File: config.mk
export PLATFORM = sky130hd
export DESIGN_NAME = alu_ctrl_seq
export DESIGN_NICKNAME = d
export VERILOG_FILES = /design/src/rtl/alu_pkg.sv /design/src/rtl/alu_cnt_decode.sv /design/src/rtl/alu_ctrl_seq.sv
export SDC_FILE = /design/constraint.sdc
export NUM_CORES = 1
export LEC_CHECK = 0
export ABC_AREA = 1
export BUFFER_PORTS_ARGS = -buffer_cell sky130_fd_sc_hd__buf_2
export CORE_AREA = 2 2 39 41
export DETAILED_ROUTE_END_ITERATION = 6
export DIE_AREA = 0 0 41 43
export PLACE_DENSITY = 0.64
export SLEW_MARGIN = 15
export SYNTH_ARGS = -nofsm -noshare
export SYNTH_HDL_FRONTEND = slang
export SYNTH_SLANG_ARGS = --single-unit
File: constraint.sdc
create_clock -name clk -period 2.2 [get_ports clk]
set_input_delay 0.44 -clock clk [delete_from_list [all_inputs] [get_ports clk]]
set_output_delay 0.44 -clock clk [all_outputs]
set_load 0.005 [all_outputs]
File: src/rtl/alu_pkg.sv
// Shared encodings for the ALU control path: instruction types, default
// multi-cycle function codes and the sequencer state type.
package alu_pkg;

    localparam logic [1:0] OP_TYPE_A = 2'b00;
    localparam logic [1:0] OP_TYPE_B = 2'b01;
    localparam logic [1:0] OP_TYPE_C = 2'b10;
    localparam logic [1:0] OP_TYPE_D = 2'b11;

    localparam logic [3:0] MUL_CODE_DEF = 4'b1100;
    localparam logic [3:0] DIV_CODE_DEF = 4'b1101;

    typedef enum logic [1:0] {
        IDLE = 2'b00,
        RUN  = 2'b01,
        DONE = 2'b10
    } state_t;

endpackage

File: src/rtl/alu_cnt_decode.sv
// Combinational map from instruction type and function code to the ALU
// control word, plus a flag marking type-A codes that run on the iterative path.
module alu_cnt_decode
    import alu_pkg::*;
#(
    parameter int                 FUNCT_W  = 4,
    parameter int                 CNT_W    = 4,
    parameter logic [FUNCT_W-1:0] MUL_CODE = MUL_CODE_DEF,
    parameter logic [FUNCT_W-1:0] DIV_CODE = DIV_CODE_DEF
) (
    input  logic [1:0]         alu_op,
    input  logic [FUNCT_W-1:0] funct_code,
    output logic [CNT_W-1:0]   cnt_word,
    output logic               is_mc
);

    // Control word and multi-cycle classification
    always_comb begin
        cnt_word = {CNT_W{1'b0}};
        is_mc    = 1'b0;
        case (alu_op)
            OP_TYPE_A: begin
                cnt_word = CNT_W'(funct_code);
                if ((funct_code == MUL_CODE) || (funct_code == DIV_CODE)) begin
                    is_mc = 1'b1;
                end else begin
                    is_mc = 1'b0;
                end
            end
            OP_TYPE_B: cnt_word = {CNT_W{1'b1}};
            OP_TYPE_C: cnt_word = {CNT_W{1'b0}};
            OP_TYPE_D: cnt_word = {CNT_W{1'b0}};
            default:   cnt_word = {CNT_W{1'b0}};
        endcase
    end

endmodule

File: src/rtl/alu_ctrl_seq.sv
// Registered ALU control unit: decodes issued instructions into a control word
// and sequences multi-cycle multiply/divide iterations, stalling issue meanwhile.
module alu_ctrl_seq
    import alu_pkg::*;
#(
    parameter int                 FUNCT_W   = 4,
    parameter int                 CNT_W     = 4,
    parameter int                 MC_CYCLES = 8,
    parameter logic [FUNCT_W-1:0] MUL_CODE  = MUL_CODE_DEF,
    parameter logic [FUNCT_W-1:0] DIV_CODE  = DIV_CODE_DEF
) (
    input  logic                         clk,
    input  logic                         rst_n,
    input  logic                         issue_valid,
    output logic                         issue_ready,
    input  logic [1:0]                   alu_op,
    input  logic [FUNCT_W-1:0]           funct_code,
    input  logic                         flush,
    output logic [CNT_W-1:0]             alu_cnt,
    output logic                         alu_valid,
    output logic                         mc_step,
    output logic [$clog2(MC_CYCLES)-1:0] mc_iter,
    output logic                         mc_busy
);

    localparam int                ITER_W    = $clog2(MC_CYCLES);
    localparam logic [ITER_W-1:0] LAST_ITER = ITER_W'(MC_CYCLES - 1);

    state_t              state_r;
    state_t              next_state_s;
    logic [CNT_W-1:0]    dec_cnt_s;
    logic                dec_is_mc_s;
    logic [CNT_W-1:0]    alu_cnt_r;
    logic                alu_valid_r;
    logic                next_valid_s;
    logic [ITER_W-1:0]   mc_iter_r;
    logic [ITER_W-1:0]   next_iter_s;
    logic                issue_ready_s;
    logic                accept_s;

    alu_cnt_decode #(
        .FUNCT_W  (FUNCT_W),
        .CNT_W    (CNT_W),
        .MUL_CODE (MUL_CODE),
        .DIV_CODE (DIV_CODE)
    ) u_decode (
        .alu_op     (alu_op),
        .funct_code (funct_code),
        .cnt_word   (dec_cnt_s),
        .is_mc      (dec_is_mc_s)
    );

    // Ready depends only on state and flush so the issue handshake has no loop
    always_comb begin
        issue_ready_s = 1'b0;
        case (state_r)
            IDLE:    issue_ready_s = ~flush;
            DONE:    issue_ready_s = ~flush;
            RUN:     issue_ready_s = 1'b0;
            default: issue_ready_s = 1'b0;
        endcase
    end

    assign accept_s = issue_valid & issue_ready_s;

    // Next state, next iteration index and next completion pulse
    always_comb begin
        next_state_s = state_r;
        next_iter_s  = mc_iter_r;
        next_valid_s = 1'b0;
        if (flush) begin
            next_state_s = IDLE;
            next_iter_s  = {ITER_W{1'b0}};
            next_valid_s = 1'b0;
        end else begin
            case (state_r)
                IDLE, DONE: begin
                    if (accept_s && dec_is_mc_s) begin
                        next_state_s = RUN;
                        next_iter_s  = {ITER_W{1'b0}};
                    end else if (accept_s) begin
                        next_state_s = IDLE;
                        next_valid_s = 1'b1;
                    end else begin
                        next_state_s = IDLE;
                    end
                end
                RUN: begin
                    if (mc_iter_r == LAST_ITER) begin
                        next_state_s = DONE;
                        next_iter_s  = {ITER_W{1'b0}};
                        next_valid_s = 1'b1;
                    end else begin
                        next_state_s = RUN;
                        next_iter_s  = mc_iter_r + ITER_W'(1);
                    end
                end
                default: begin
                    next_state_s = IDLE;
                    next_iter_s  = {ITER_W{1'b0}};
                end
            endcase
        end
    end

    // Sequencer state, iteration counter and completion pulse registers
    always_ff @(posedge clk or negedge rst_n) begin
        if (!rst_n) begin
            state_r     <= IDLE;
            mc_iter_r   <= {ITER_W{1'b0}};
            alu_valid_r <= 1'b0;
        end else begin
            state_r     <= next_state_s;
            mc_iter_r   <= next_iter_s;
            alu_valid_r <= next_valid_s;
        end
    end

    // Control word is captured on accept and otherwise held
    always_ff @(posedge clk or negedge rst_n) begin
        if (!rst_n) begin
            alu_cnt_r <= {CNT_W{1'b0}};
        end else if (accept_s) begin
            alu_cnt_r <= dec_cnt_s;
        end else begin
            alu_cnt_r <= alu_cnt_r;
        end
    end

    assign issue_ready = issue_ready_s;
    assign alu_cnt     = alu_cnt_r;
    assign alu_valid   = alu_valid_r;
    assign mc_iter     = mc_iter_r;
    assign mc_busy     = (state_r == RUN);
    assign mc_step     = (state_r == RUN);

endmodule
---- Yosys cells after proc, flatten, opt, wreduce, memory -nomap -nowiden ----
Cells that the tools add are included.
cells by class
  add/subtract/negate cells ............... 1
  bitwise gates (word level) .............. 2
  reductions and logical operators ........ 6
  mux-type cells .......................... 17
  equal/unequal tests ..................... 9
operators with widths
  cell                 count
  $pmux 4 s3           1
  $mux 3               3
  $eq 4x4->1 const B   2
  $mux 1               8
  $eq 2x2->1 const B   3
  $pmux 3 s2           1
  $eq 2x1->1 const B   2
  $logic_not 2->1      2
  $mux 2               2
  $pmux 2 s2           1
  $reduce_or 2->1      2
  $add 3x1->3 const B  1
  $eq 3x3->1 const B   1
  $ne 3x1->1 const B   1
  $pmux 1 s2           1
  $and 1x1->1          1
  $logic_and 1x1->1    1
  $logic_or 1x1->1     1
  $not 1->1            1
word-level totals
  register bits after elaboration ......... 10
  bits of input ports ..................... 10
  output and inout bits ................... 11

---- Logic depth before layout (Yosys ltp) ----
Gate-level depths: netlist of the first run.
  depth after elaboration ................. 8
  gate-level depth with buffers ........... 6

---- Cells and area by module ----
A second synthesis of the first run with hierarchy kept.
unflattened totals
  cell total of the unflattened synthesis .. 64
  area total of the unflattened synthesis .. 523.0 µm²
modules (own cells, without submodules)
  module          area an instance (µm²)  times used  cells each
  alu_ctrl_seq    475.5                   1           52
  alu_cnt_decode  47.5                    1           12

---- Worst setup path before layout of the first run ----
Ideal clock, no wire load.
  kind .................................... reg-to-output
  start point ............................. register state_r[1]
  end point ............................... output port mc_step
  data arrival time ....................... 0.716 ns
  path buffers ............................ 1
  stages on the path, launching flop included .. 3
  data required time ...................... 1.760 ns
  slack ................................... 1.044 ns
  path through ............................ dfrtp_1 nor2_2 buf_4
on the way
  word-level cells in the longest chain between the ends .. 1
ends and longest elaborated chain
  element                   line                 source
  start: declaration        alu_ctrl_seq.sv:29   state_t state_r;
  start signal: assignment  alu_ctrl_seq.sv:113  state_r <= next_state_s;
  $eq 2x1->1                -
  end: declaration          alu_ctrl_seq.sv:21   output logic mc_step,
No other way between the ends.

---- Final worst setup path of the first run ----
  start point ............................. register state_r[0]
  end point ............................... output port issue_ready
on the way
  word-level cells in the longest chain between the ends .. 3
  elaborated cells on any way between the ends .. 4
ends and longest elaborated chain
  element                                               line                source
  $eq 2x2->1 / $logic_not 2->1 (equally long branches)  alu_ctrl_seq.sv:56  case (state_r)
  $reduce_or 2->1 (no source line) *                    -
  $mux 1 *                                              -
  end: declaration                                      alu_ctrl_seq.sv:15  output logic issue_ready,
Every way passes the cells marked *; elsewhere a longest branch is shown, timed or not.

==> results of run 1 <==
-- registers in the layout, indices dropped and copies added (netlist names) --
name / flops
alu_cnt: 4
mc_iter: 3
alu_valid: 1
state_r: 2
-- cell usage after synthesis --
| cell type | number |
|---|---|
| dfrtp_1 | 10 |
| nand2_1 | 10 |
| nand3_1 | 8 |
| inv_1 | 5 |
| o21ai_0 | 4 |
| inv_2 | 3 |
| o211ai_1 | 3 |
| a21oi_1 | 2 |
| ha_1 | 2 |
| nand2_4 | 2 |
| nor2_1 | 2 |
| buf_4 | 1 |
| nor2_2 | 1 |
| nor2_4 | 1 |
| nor2_8 | 1 |
| o21ai_2 | 1 |
-- path summary, 6_finish.rpt --
path                                    end  slack (ns)  cells past startpoint
worst min-delay path             alu_cnt[2]        0.03                      1
worst max register to register   state_r[0]        1.05                      5
min in group clk                 state_r[0]        0.40                      2
max in group asynchronous        alu_cnt[3]        1.98                      1
worst min register to register   alu_cnt[0]        0.52                      2
worst max-delay path            issue_ready        0.72                      4
-- power groups by stage --
stage                     logic, µW  registers, µW  clock network (µW)
after global placement         55.4            203                   0
after CTS                      55.9            199                 170
after floorplan                26.0            203                   0
final                          55.0            199                 162
after global routing           62.3            201                 180
after detailed placement       55.9            203                   0
-- cell type report --
class,count,area [µm²]
multi-input cells,37,231
fillers,138,716
clock buffers,4,36.3
well taps,16,20.0
inverters,8,30.0
flip-flops and latches,10,250
repair buffers,20,100
-- worst reg2reg max path, stage by stage (launching register included) --
cell and delay (ns):
dfrtp_1 0.41, ha_1 0.21, ha_1 0.19, inv_1 0.07
nand2_1 0.05, a21oi_1 0.14
-- cell families after synthesis --
kind of cell    count (synthesis)
simple gates                   25
compound gates                 10
flops                          10
buf+inv                         9
fa+ha+maj                       2
-- metrics by stage --
stage / util (%) / instances / total power [µW] / worst slack [ns]
2_1_floorplan: - / 56 / 229 / 1.04
6_report: 48.3 / 95 / 416 / 0.720
3_5_place_dp: 45.7 / 91 / 259 / 0.761
3_3_place_gp: 45.7 / 91 / 258 / 0.799
4_1_cts: 48.3 / 95 / 425 / 0.699
5_1_grt: 48.3 / 95 / 443 / 0.614
-- per-layer routing --
metal,global-route usage [%],routed length [µm]
met4,10.0,4
met1,17.1,476
met2,20.3,446
met5,0,0
met3,3.14,79
-- cell usage in the layout (no fill, tap or decap), drive strengths merged --
cell type  netlist  final
nand2           12     12
o21ai            5      5
o211ai           3      3
inv              8      8
ha               2      2
nor2             5      5
clkbuf           0      4
nand3            8      8
a21oi            2      2
buf              1     20
dfrtp           10     10
==> impl_metrics.tcl, run 1 <==
set metrics [dict create \
    status "complete, no violations" \
    yosysUniqueCellTypes 16 \
    dieArea_um2 1760 \
    period_needed_ns 1.48 \
    yosys.area_share.simple_pct 28.0 \
    overflow 0 \
    drv_cap 0 \
    coreArea_um2 1380 \
    sw_frac_of_total_pct 23.7 \
    cts_buffers 3 \
    syn_inst 56 \
    antenna_cells 0 \
    rsz0062_at_grt "no" \
    synth_top_family_by_area "simple AND/OR/NAND/NOR gates" \
    sequentialPowerShare_pct 47.9 \
    worst-path-buf-inv 3 \
    gp_congestion 0.710 \
    cts_num_sinks 10 \
    hold_ws_ns 0.0288 \
    slowest_stage "dfrtp_1" \
    ctsHoldBuffers 0 \
    ir_drop_mv 0.310 \
    grtUsageTotal_pct 13.9 \
    vias 439 \
    critPathMaxStageDelay_ns 0.37 \
    antenna_found_initial 0 \
    cp_data_required_time_ns 1.76 \
    drc 0 \
    mappedNetlistNets 68 \
    cts_max_level 1 \
    syn_area_um2 519 \
    die_h_um 43 \
    ys_seq_area_share_pct 48.2 \
    reg2reg_from "mc_iter[0]" \
    setup_tns_ns 0 \
    grt_max_degree 11 \
    worstPathCellList "inv_2 -> nand2_4 -> inv_1 -> buf_2" \
    tightest_slew_ns 0.259 \
    drt_first_pass_iters 4 \
    yosys-top-cells-area "dfrtp_1, nand3_1, nand2_1, ha_1, nand2_4" \
    skew_ns 0.00137 \
    synth.area.mux_share_pct 0 \
    cts_tree "yes" \
    grt_first_pass_wirelength_um 1590 \
    nets 92 \
    cellPowerDensity_nw_per_um2 622 \
    drv_slew 0 \
    power.switching_uw 98.4 \
    yosysTopAreaCellShare_pct 48.2 \
    rows 14 \
    area_growth_pct 28.7 \
    hold_viol 0 \
    wl_um 1010 \
    synth-compound-area-share_pct 11.8 \
    synth_area_per_cell_um2 9.27 \
    max-slew-margin-rel_pct 82.7 \
    intPower_uw 317 \
    ios 21 \
    clock_latency_ns 0.26 \
    detail-route-antenna-nets 0 \
    setup-violations-final 0 \
    critPathArrivalTime_ns 1.04 \
    path_class "reg2out" \
    viasPerCell 4.62 \
    start_util_pct 37.5 \
    synth_xor_area_share_pct 0 \
    critPathMaxFanout 6 \
    leakage_uw 0.000401 \
    pwr-share-clk_pct 38.9 \
    clkTransAtPathRegs_ns 0.07 \
    fin_area_um2 668 \
    cts_resized 0 \
    ys_warn_count 0 \
    dr.first_iter.drc_count 6 \
    fmax_ghz 0.676 \
    start_kind "flop" \
    synth-seq-cells 10 \
    hold_path.class "in2async" \
    synth_fa_ha_area_share_pct 4.82 \
    layout-drive-gt1-share_pct 41.8 \
    cts-root-buf "clkbuf_4" \
    io_buffers 20 \
    place_area_um2 632 \
    endpoint_kind "primary output" \
    fin_crit_sh_pct 67.3 \
    fp.dieW_um 41 \
    power_frac_comb_pct 13.2 \
    critPathLaunch "state_r[0]" \
    cp_top_family "flip-flops" \
    wl_per_cell_um 10.6 \
    ctsLongestPathBuffers 2 \
    yosysTopAreaCell "dfrtp_1" \
    grt_pass1_vias 390 \
    post_cts_buffers 0 \
]
Note: power is estimated with default switching activity, not from simulation.
==> run 2, diff against run 1 <==
--- a/config.mk
+++ b/config.mk
@@ -5,12 +5,12 @@
 export SDC_FILE = /design/constraint.sdc
 export NUM_CORES = 1
 export LEC_CHECK = 0
-export ABC_AREA = 1
+export ABC_AREA = 0
 export BUFFER_PORTS_ARGS = -buffer_cell sky130_fd_sc_hd__buf_2
 export CORE_AREA = 2 2 39 41
 export DETAILED_ROUTE_END_ITERATION = 6
 export DIE_AREA = 0 0 41 43
-export PLACE_DENSITY = 0.64
+export PLACE_DENSITY = 0.63
 export SLEW_MARGIN = 15
 export SYNTH_ARGS = -nofsm -noshare
 export SYNTH_HDL_FRONTEND = slang
==> constraint.sdc (replaced) <==
create_clock -name clk -period 1.3 [get_ports clk]
set_input_delay 0.26 -clock clk [delete_from_list [all_inputs] [get_ports clk]]
set_output_delay 0.26 -clock clk [all_outputs]
set_load 0.005 [all_outputs]
==> run 2 against run 1 <==
Net effect: the flow now finishes with violations (negative setup slack); global-route usage is 3.7 points higher; wire length is 33% higher; sequential share of layout area is 5.8 points lower; die area stayed put; first-iteration DRC count grew to 3.2 times the previous value; critical path type is now reg2reg; critical endpoint is now mc_iter[0].
==> impl_metrics.tcl, run 2 <==
set metrics [dict create \
    place_area_um2 673 \
    grt_first_pass_wirelength_um 2090 \
    ys_seq_area_share_pct 52.2 \
    antenna_found_initial 0 \
    overflow 0 \
    final_common_cell "buf_2" \
    ctsLongestPathBuffers 2 \
    critPathMaxStageDelay_ns 0.47 \
    area_growth_pct 65.0 \
    power_frac_comb_pct 17.0 \
    critPathMaxFanout 2 \
    drc 0 \
    rsz0062_at_grt "yes" \
    min_from "funct_code[0]" \
    m1WireLength_um 515 \
    violations "negative setup slack" \
    gp_congestion 0.817 \
    synth_area_per_cell_um2 10.4 \
    reg2reg_from "mc_iter[0]" \
    critPathArrivalTime_ns 1.54 \
    clock_latency_ns 0.26 \
    path_class "reg2reg" \
    leakage_uw 0.000412 \
    routed-wl-met2_um 735 \
    drt_first_pass_iters 4 \
    fp.dieW_um 41 \
    yosysTopAreaCellShare_pct 52.2 \
    synth_edf_count 0 \
    worst_r2r_endpoint "mc_iter[0]" \
    ys_warn_count 0 \
    intPower_uw 494 \
    cts_tree "yes" \
    power.switching_uw 166 \
    highest_layer "met4" \
    hpwl_um 879 \
    cts_buffers 3 \
    wl_met3_um 66 \
    cts_num_sinks 10 \
    fin_util_pct 57.1 \
    wl_um 1340 \
    cp_data_required_time_ns 1.46 \
    vias 487 \
    yosys-top-cells-area "dfrtp_1, o31ai_1, nand2_1, ha_1, nor2_1" \
    min_to "alu_cnt[0]" \
    skew_ns 0.00224 \
    cts-root-buf "clkbuf_4" \
    dieArea_um2 1760 \
    pwr-share-clk_pct 31.7 \
    hold_path.class "in2reg" \
    cellPowerDensity_nw_per_um2 834 \
    layout-drive-gt1-share_pct 56.1 \
    drv_slew 0 \
    viasPerCell 4.97 \
    die_h_um 43 \
    sw_frac_of_total_pct 25.1 \
    nets 96 \
    syn_inst 46 \
    worstPathCellList "ha_2 -> ha_4 -> or4_4 -> o41ai_2" \
    slowest_stage "or4_4" \
    endpoint_kind "flop" \
    yosys-top-cells-count "dfrtp_1, nand2_1, nor2_1" \
    status "finished, violations left" \
    dr.first_iter.drc_count 19 \
    fmax_ghz 0.723 \
    rows 14 \
    hold_viol 0 \
    antenna_cells 0 \
    fin_area_um2 791 \
    synthFlopType "dfrtp_1" \
    setup-violations-final 2 \
    cp_top_family "simple AND/OR/NAND/NOR gates" \
    whs_path_depth 3 \
    wl_per_cell_um 13.6 \
    synth_async_sr_flop_share_pct 100 \
    grt_pass1_vias 510 \
    drv_cap 0 \
    io_buffers 20 \
    clkTransAtPathRegs_ns 0.07 \
    layout_setup_ws_ns -0.0822 \
    synth_most_common_cell "dfrtp_1" \
    ios 21 \
    coreArea_um2 1380 \
    yosysUniqueCellTypes 19 \
    ff2ff_path_depth 4 \
    detail-route-antenna-nets 0 \
    ir_drop_mv 0.520 \
    synth-seq-cells 10 \
    cp_num_cells 4 \
    finalPower_uw 660 \
    grtUsageTotal_pct 17.6 \
    tightest_slew_ns 0.254 \
    sequentialPowerShare_pct 51.3 \
    largest_register_ffs 4 \
    fin_crit_sh_pct 106 \
    max-slew-margin-rel_pct 82.8 \
    mappedNetlistNets 58 \
    cts_max_level 1 \
    start_util_pct 34.6 \
    start_kind "flop" \
    period_needed_ns 1.38 \
    grt_max_degree 11 \
    final_cell_mix "buf_2, buf_4, dfrtp_1" \
    worst-path-buf-inv 0 \
    syn_area_um2 479 \
    r2r_slack_ns -0.08 \
    yosysTopAreaCell "dfrtp_1" \
]
## run 2: changes by cell type after synthesis, sizes merged, moves of 2 or more
| cell | change |
|---|---|
| nand3b | +2 |
| o211ai | -3 |
| nand3 | -8 |
| o21ai | -3 |
| nand2 | -5 |
| inv | -5 |
| a21oi | -2 |
| or4 | +2 |
| o31ai | +4 |
## run 2: layout make-up
class,instances,area (µm²)
sequential,10,250
clock buffer,3,22.5
inverter,3,13.8
tap,16,20.0
timing repair buffer,35,231
multi-input combinational,31,253
fill,119,593
## run 2: power by group through the flow
stage                     sequential [µW]  clock [µW]  combinational, µW
after floorplan                       347           0               35.0
after global placement                344           0               98.7
after detailed placement              345           0               99.2
after CTS                             339         216                107
after global routing                  342         230                124
final                                 339         209                112
## run 2: worst min-delay path: cells and delay by family
family	cells	cell delay, ns
buf+inv	1	0.10
simple gates	1	0.08
compound gates	1	0.06
## run 2: worst max path at each step
stage / startpoint / end / slack (ns)
after floorplan: mc_iter[0] / mc_iter[0] / -0.06
after global placement: mc_iter[0] / mc_iter[0] / -0.03
after detailed placement: mc_iter[1] / mc_iter[0] / -0.06
after CTS: mc_iter[1] / mc_iter[0] / -0.08
after global routing: mc_iter[0] / mc_iter[0] / -0.11
final: mc_iter[0] / mc_iter[0] / -0.08
## run 2: cells by family (layout without fill, tap and decap cells)
family          count (synthesis)  in the layout  share of synthesized area [%]
simple gates                   20             20                           22.5
flops                          10             10                           52.2
compound gates                  9              9                           13.8
buf+inv                         5             41                           6.27
fa+ha+maj                       2              2                           5.22
## run 2: routing by layer
layer	global-route usage, %	up-vias
met5	0	-
met4	10.7	0
met3	2.62	2
met2	26.3	16
met1	22.7	231
li1	-	238
## run 2: timing repair
item,CTS,global route
resized for setup,10,1
hold buffers,1,0
buffers inserted,0,5
hold endpoints to repair,10,0
cloned,0,0
endpoints found under the setup margin,5,9
## run 2: through the flow
stage	TNS [ns]	instances	hold WS [ns]	worst slack [ns]
final	-0.104	98	0.277	-0.0822
after global routing	-0.264	98	0.279	-0.115
after CTS	-0.113	93	0.260	-0.0776
after floorplan	-0.0607	46	-0.0356	-0.0607
after detailed placement	-0.0638	89	0.134	-0.0638
after global placement	-0.0310	89	0.131	-0.0310
